### config.mk
export PLATFORM = sky130hd
export DESIGN_NAME = output_sample_fifo
export DESIGN_NICKNAME = d
export VERILOG_FILES = /design/src/rtl/output_sample_fifo_pkg.sv /design/src/rtl/output_sample_fifo_sync_fifo.sv /design/src/rtl/output_sample_fifo.sv
export SDC_FILE = /design/constraint.sdc
export NUM_CORES = 1
export LEC_CHECK = 0
export CAP_MARGIN = 20
export CORE_MARGIN = 2
export CORE_UTILIZATION = 50
export CTS_BUF_LIST = sky130_fd_sc_hd__clkbuf_16
export DETAILED_ROUTE_END_ITERATION = 8
export PLACE_DENSITY_LB_ADDON = 0.08
export SYNTH_ARGS = -nofsm -noshare
export SYNTH_HDL_FRONTEND = slang
export SYNTH_HIERARCHICAL = 1
export SYNTH_SLANG_ARGS = --single-unit
### constraint.sdc
create_clock -name clk -period 8.2 [get_ports clk]
set_clock_uncertainty 0.05 [all_clocks]
set_input_delay 1.64 -clock clk [delete_from_list [all_inputs] [get_ports clk]]
set_output_delay 1.64 -clock clk [all_outputs]
set_load 0.1 [all_outputs]
### src/rtl/output_sample_fifo_pkg.sv
// Shared types and the write-path conversion for the output sample FIFO.
// The sample tuple is packed so the FIFO can store it as a plain bit vector.
package output_sample_fifo_pkg;

  localparam int N_CH  = 4;
  localparam int W     = 16;
  localparam int OUT_W = 12;

  localparam logic signed [W-1:0] SAT_MAX = W'((1 << (OUT_W - 1)) - 1);
  localparam logic signed [W-1:0] SAT_MIN = ~SAT_MAX;

  typedef logic [N_CH-1:0][OUT_W-1:0] sample_t;

  typedef enum logic {
    PRIMING,
    RUNNING
  } state_t;

  // Arithmetic shift keeps the sign, then clamp into the DAC range.
  function automatic logic [OUT_W-1:0] sat_shift(input logic signed [W-1:0] x,
                                                 input int unsigned shift);
    logic signed [W-1:0] s;
    s = x >>> shift;
    if (s > SAT_MAX) begin
      return SAT_MAX[OUT_W-1:0];
    end else if (s < SAT_MIN) begin
      return SAT_MIN[OUT_W-1:0];
    end
    return s[OUT_W-1:0];
  endfunction

endpackage

### src/rtl/output_sample_fifo_sync_fifo.sv
// Single-clock FIFO; a push while full is accepted only when a pop frees a slot
// in the same cycle.
module sync_fifo #(
  parameter int WIDTH = 8,
  parameter int DEPTH = 4
) (
  input  logic                       clk_i,
  input  logic                       rst_i,
  input  logic                       push_i,
  input  logic                       pop_i,
  input  logic [WIDTH-1:0]           wdata_i,
  output logic [WIDTH-1:0]           rdata_o,
  output logic                       full_o,
  output logic                       empty_o,
  output logic [$clog2(DEPTH):0]     level_o
);

  localparam int AW = $clog2(DEPTH);

  logic [WIDTH-1:0] mem_q [DEPTH];
  logic [AW-1:0]    wr_ptr_q, wr_ptr_d, rd_ptr_q, rd_ptr_d;
  logic [AW:0]      count_q, count_d;
  logic             do_push, do_pop;

  assign full_o  = (count_q == (AW + 1)'(DEPTH));
  assign empty_o = (count_q == '0);
  assign level_o = count_q;
  assign rdata_o = mem_q[rd_ptr_q];

  assign do_pop  = pop_i && !empty_o;
  assign do_push = push_i && (!full_o || do_pop);

  always_comb begin
    wr_ptr_d = wr_ptr_q;
    rd_ptr_d = rd_ptr_q;
    count_d  = count_q;
    if (do_push) wr_ptr_d = wr_ptr_q + 1'b1;
    if (do_pop)  rd_ptr_d = rd_ptr_q + 1'b1;
    case ({do_push, do_pop})
      2'b10:   count_d = count_q + 1'b1;
      2'b01:   count_d = count_q - 1'b1;
      default: count_d = count_q;
    endcase
  end

  always_ff @(posedge clk_i) begin
    if (rst_i) begin
      wr_ptr_q <= '0;
      rd_ptr_q <= '0;
      count_q  <= '0;
    end else begin
      wr_ptr_q <= wr_ptr_d;
      rd_ptr_q <= rd_ptr_d;
      count_q  <= count_d;
    end
  end

  // Storage needs no reset; occupancy alone decides what is valid.
  always_ff @(posedge clk_i) begin
    if (do_push) mem_q[wr_ptr_q] <= wdata_i;
  end

endmodule

### src/rtl/output_sample_fifo.sv
// Captures network results, rescales them to DAC width, and releases one sample
// per sample_tick once enough entries have been primed.
module output_sample_fifo
  import output_sample_fifo_pkg::*;
#(
  parameter int SHIFT = 4,
  parameter int DEPTH = 4,
  parameter int PRIME = 2,
  parameter int CNT_W = 8
) (
  input  logic                        clk,
  input  logic                        rst,
  input  logic signed [W-1:0]         in_d [0:3],
  input  logic                        in_v,
  input  logic                        sample_tick,
  output logic signed [OUT_W-1:0]     out_d [0:3],
  output logic                        out_v,
  output logic                        underrun,
  output logic [$clog2(DEPTH):0]      level,
  output logic [CNT_W-1:0]            overflow_cnt,
  output logic [CNT_W-1:0]            underflow_cnt
);

  localparam int LW = $clog2(DEPTH) + 1;

  state_t           state_q, state_d;
  sample_t          out_data_q, out_data_d;
  sample_t          wr_data, rd_data;
  logic             out_v_q, out_v_d;
  logic             underrun_q, underrun_d;
  logic [CNT_W-1:0] ovf_q, ovf_d, unf_q, unf_d;
  logic             fifo_full, fifo_empty, fifo_pop;
  logic [LW-1:0]    fifo_level;

  always_comb begin
    wr_data = '0;
    for (int c = 0; c < N_CH; c++) begin
      wr_data[c] = sat_shift(in_d[c], SHIFT);
    end
  end

  assign fifo_pop = sample_tick && (state_q == RUNNING) && !fifo_empty;

  sync_fifo #(
    .WIDTH($bits(sample_t)),
    .DEPTH(DEPTH)
  ) u_fifo (
    .clk_i  (clk),
    .rst_i  (rst),
    .push_i (in_v),
    .pop_i  (fifo_pop),
    .wdata_i(wr_data),
    .rdata_o(rd_data),
    .full_o (fifo_full),
    .empty_o(fifo_empty),
    .level_o(fifo_level)
  );

  // An empty tick while running repeats the previous sample rather than glitching.
  always_comb begin
    state_d    = state_q;
    out_data_d = out_data_q;
    out_v_d    = sample_tick;
    underrun_d = 1'b0;
    ovf_d      = ovf_q;
    unf_d      = unf_q;
    if (state_q == PRIMING) begin
      if (sample_tick) out_data_d = '0;
      if (fifo_level >= LW'(PRIME)) state_d = RUNNING;
    end else if (sample_tick) begin
      if (!fifo_empty) begin
        out_data_d = rd_data;
      end else begin
        underrun_d = 1'b1;
        if (unf_q != '1) unf_d = unf_q + 1'b1;
      end
    end
    if (in_v && fifo_full && !fifo_pop && (ovf_q != '1)) ovf_d = ovf_q + 1'b1;
  end

  always_ff @(posedge clk) begin
    if (rst) begin
      state_q    <= PRIMING;
      out_data_q <= '0;
      out_v_q    <= 1'b0;
      underrun_q <= 1'b0;
      ovf_q      <= '0;
      unf_q      <= '0;
    end else begin
      state_q    <= state_d;
      out_data_q <= out_data_d;
      out_v_q    <= out_v_d;
      underrun_q <= underrun_d;
      ovf_q      <= ovf_d;
      unf_q      <= unf_d;
    end
  end

  always_comb begin
    for (int c = 0; c < N_CH; c++) begin
      out_d[c] = out_data_q[c];
    end
  end

  assign out_v         = out_v_q;
  assign underrun      = underrun_q;
  assign level         = fifo_level;
  assign overflow_cnt  = ovf_q;
  assign underflow_cnt = unf_q;

endmodule

==> impl_metrics.yaml <==
pwr:
  ir_drop_mv: 0.170
  power.density_nw_per_um2: 231
  p_leak_nw: 3.97
clocking:
  cts_made_buffers: 27
  cts_setup_buffers: 0
  path_clk_slew_ns: 0.06
  clock-sinks: 268
  cts_resized: 0
  cts_tree: "yes"
  cts_max_level: 1
  cts.path.max_buffers: 3
  clock_latency_ns: 0.52
  root_buffer: "clkbuf_16"
  cts_hold_buffers: 0
timing:
  fin_crit_sh_pct: 56.9
  slew_headroom_pct: 30.2
  rsz0062_at_grt: "false"
  drv_slew: 0
  setup_ws_ns: 3.54
  report.final.hold_viol_count: 0
  finalSetupTns_ns: 0
  finalSetupViolations: 0
  worst_pin_slew_ns: 1.04
  min_period_ns: 4.66
  max_freq_mhz: 214
synth:
  synthAdderAreaFrac_pct: 0.945
  synth-main-ff-cell: "edfxtp_1"
  synthCells: 614
  synth_top_family_by_area: "multiplexers"
  ys_seq_area_share_pct: 72.4
  yosysUniqueCellTypes: 45
  syn_area_per_cell_sq_um: 16.4
  synth_area_sq_um: 10100
  synthXorXnorAreaFrac_pct: 1.04
  synth-simple-area-share_pct: 5.44
  syn_nets: 689
  ys_ff_latch: 268
  muxShareOfSynthArea_pct: 11.2
  synth_compound_area_share_pct: 5.34
  yosysWarnings: 6
  async_flop_share_pct: 0
  synth_edf_count: 192
setup_path:
  cp-startpoint: "sample_tick"
  rr_worst_depth: 7
  cp.required_ns: 8.29
  r2r_start: "u_fifo/level_o[0]$_SDFFE_PP0P_"
  crit_arrival_ns: 4.76
  cp-end-kind: "flip-flop"
  reg2reg_slack_ns: 4.44
  start_kind: "primary input"
  slowest_stage: "buf_4"
  r2r_end: "u_fifo/mem_q[2][14]$_DFFE_PP_"
  cp_common_cell: "buf_4"
  critical_path.cell_chain: "clkdlybuf4s50_1 -> and3b_2 -> buf_4 -> nor4b_2 -> nor2b_1 -> and2_2 -> buf_4"
  critPathCapture: "u_fifo/mem_q[2][14]$_DFFE_PP_"
  cp_max_fo: 58
  path_class: "primary input to flip-flop"
  crit_path_max_incr_delay_ns: 0.62
final_layout:
  design_area_sq_um: 12200
  drive_gt1_share_pct: 15.1
  register_area_sq_um: 7290
  fin_nets: 768
  syn2layout_area_growth_pct: 21.3
  final_core_util_pct: 62.3
  multiInputGateArea_sq_um: 2410
  n_antenna_cell: 0
  nFillCells: 1484
floorplan:
  die_area_sq_um: 21300
  core_sq_um: 19600
  initial_core_util_pct: 51.3
  io_pins: 137
  die_y_microns: 146
  row_count: 51
  die_w_microns: 146
global_routing:
  antenna_found_initial: 0
  grt_start_max_net_pins: 77
  grt_pass1_wl_mm: 31.0
  grt.total_usage_pct: 18.6
  overflow: 0
  grt_pass1_vias: 5687
routing:
  wire_per_inst_microns: 20.2
  drt_pass1_iterations: 4
  drtIter0Drc: 329
  postRouteAntennaNets: 0
  wl_mm: 19.8
  vias_per_cell: 5.58
  num_vias: 5454
  post-route-drc-count: 0
worst_hold_path:
  hp-start: "underflow_cnt[6]$_SDFFE_PP0P_"
  min_path_cells: 2
  hp-class: "flip-flop to flip-flop"
placed_design:
  pre_cts_slack_ns: 2.98
  dp_hpwl_mm: 11.0
  place_area_sq_um: 11300
  place.gp.congestion: 0.784
  io_buffers: 120
flow_run:
  maxCapViolations: 0
run_status:
  status: "finished clean"
-- worst min-delay path by stage --
stage	slack, ns	end
4_1_cts	0.44	underflow_cnt[6]$_SDFFE_PP0P_
3_3_place_gp	0.43	out_d[42]$_SDFFE_PP0P_
5_1_grt	0.46	underflow_cnt[6]$_SDFFE_PP0P_
2_1_floorplan	0.42	underrun$_SDFF_PP0_
6_report	0.45	underflow_cnt[6]$_SDFFE_PP0P_
3_5_place_dp	0.44	underflow_cnt[6]$_SDFFE_PP0P_
-- layer usage --
metal  vias to the layer above  track usage (%)  wire [microns]
met5                         -                0               0
met4                         0             5.29             323
met3                        27             3.10            1090
met2                       162             32.9           10300
met1                      2792             24.0            8110
li1                       2473                -               -
-- per-stage QoR --
stage | hold WS, ns | power, W | std cells
2_1_floorplan | 0.420 | 0.00163 | 614
3_3_place_gp | 0.427 | 0.00167 | 928
3_5_place_dp | 0.435 | 0.00168 | 928
4_1_cts | 0.443 | 0.00285 | 977
5_1_grt | 0.459 | 0.00292 | 978
6_report | 0.447 | 0.00282 | 978
-- cells in the mapped netlist (4+ instances only) --
cell | number | area share, %
dfxtp_1 | 76 | 15
xor2_1 | 9 | 0.78
nand3_1 | 7 | 0.35
inv_1 | 8 | 0.30
buf_2 | 7 | 0.35
edfxtp_1 | 192 | 57
ha_1 | 6 | 0.75
nand2_1 | 7 | 0.26
a21oi_1 | 4 | 0.20
a22oi_1 | 48 | 3.6
and3_1 | 5 | 0.31
clkbuf_1 | 66 | 2.5
and2_1 | 5 | 0.31
nor3_1 | 5 | 0.25
mux4_2 | 48 | 11
nor2_1 | 68 | 2.5
buf_6 | 4 | 0.45
-- critical path: cells and delay by family --
family                 cells  cell delay, ns
AND/OR/NAND/NOR            4            1.36
buffers and inverters      3            1.70
-- power by group --
part	internal [W]	switching [W]	leakage (nW)
clock network	0.000690	0.000479	0.439
logic	0.0000525	0.0000783	1.15
registers	0.00150	0.0000129	2.38
-- cell type report --
type	instances	share of cell area (%)
Clock buffer	27	5.54
Multi-Input combinational cell	259	19.8
Timing Repair Buffer	129	10.5
Tap cell	265	2.72
Clock inverter	22	1.46
Sequential cell	268	59.7
Inverter	8	0.246
-- cell usage in the layout, fill, tap and decap left out, drive strengths merged, types with 2 or more instances in the layout --
cell	instances
edfxtp	192
clkdlybuf4s50	119
dfxtp	76
nor2	68
a22oi	48
mux4	48
clkbuf	27
inv	13
clkinv	13
buf	10
xor2	9
nand3	7
nand2	7
ha	6
nor3	5
and3	5
and2	5
a21oi	4
nor2b	3
nor4	3
o211ai	3
xnor2	3
o21ai	3
mux2i	3
bufinv	3
nand2b	3
o31ai	3
nand4	2
a211oi	2
or4	2
or3	2
o2111ai	2
-- registers in the layout (all words and copies together) (netlist names), named ones only --
| signal | cells |
|---|---|
| u_fifo/mem_q | 192 |
| out_d | 48 |
| overflow_cnt | 8 |
| underflow_cnt | 8 |
| u_fifo/level_o | 3 |
| u_fifo/rd_ptr_q | 2 |
| u_fifo/wr_ptr_q | 2 |
| out_v | 1 |
| state_q | 1 |
| underrun | 1 |
-- kinds of logic after synthesis --
logic type,after synthesis
xor gates and xnor gates,12
and+or+nand+nor,117
buffers and inverters,87
muxes,52
adders and majority gates,7
AOI/OAI and AO/OA,71
DFF,268
Note: power is estimated with default switching activity, not from simulation.
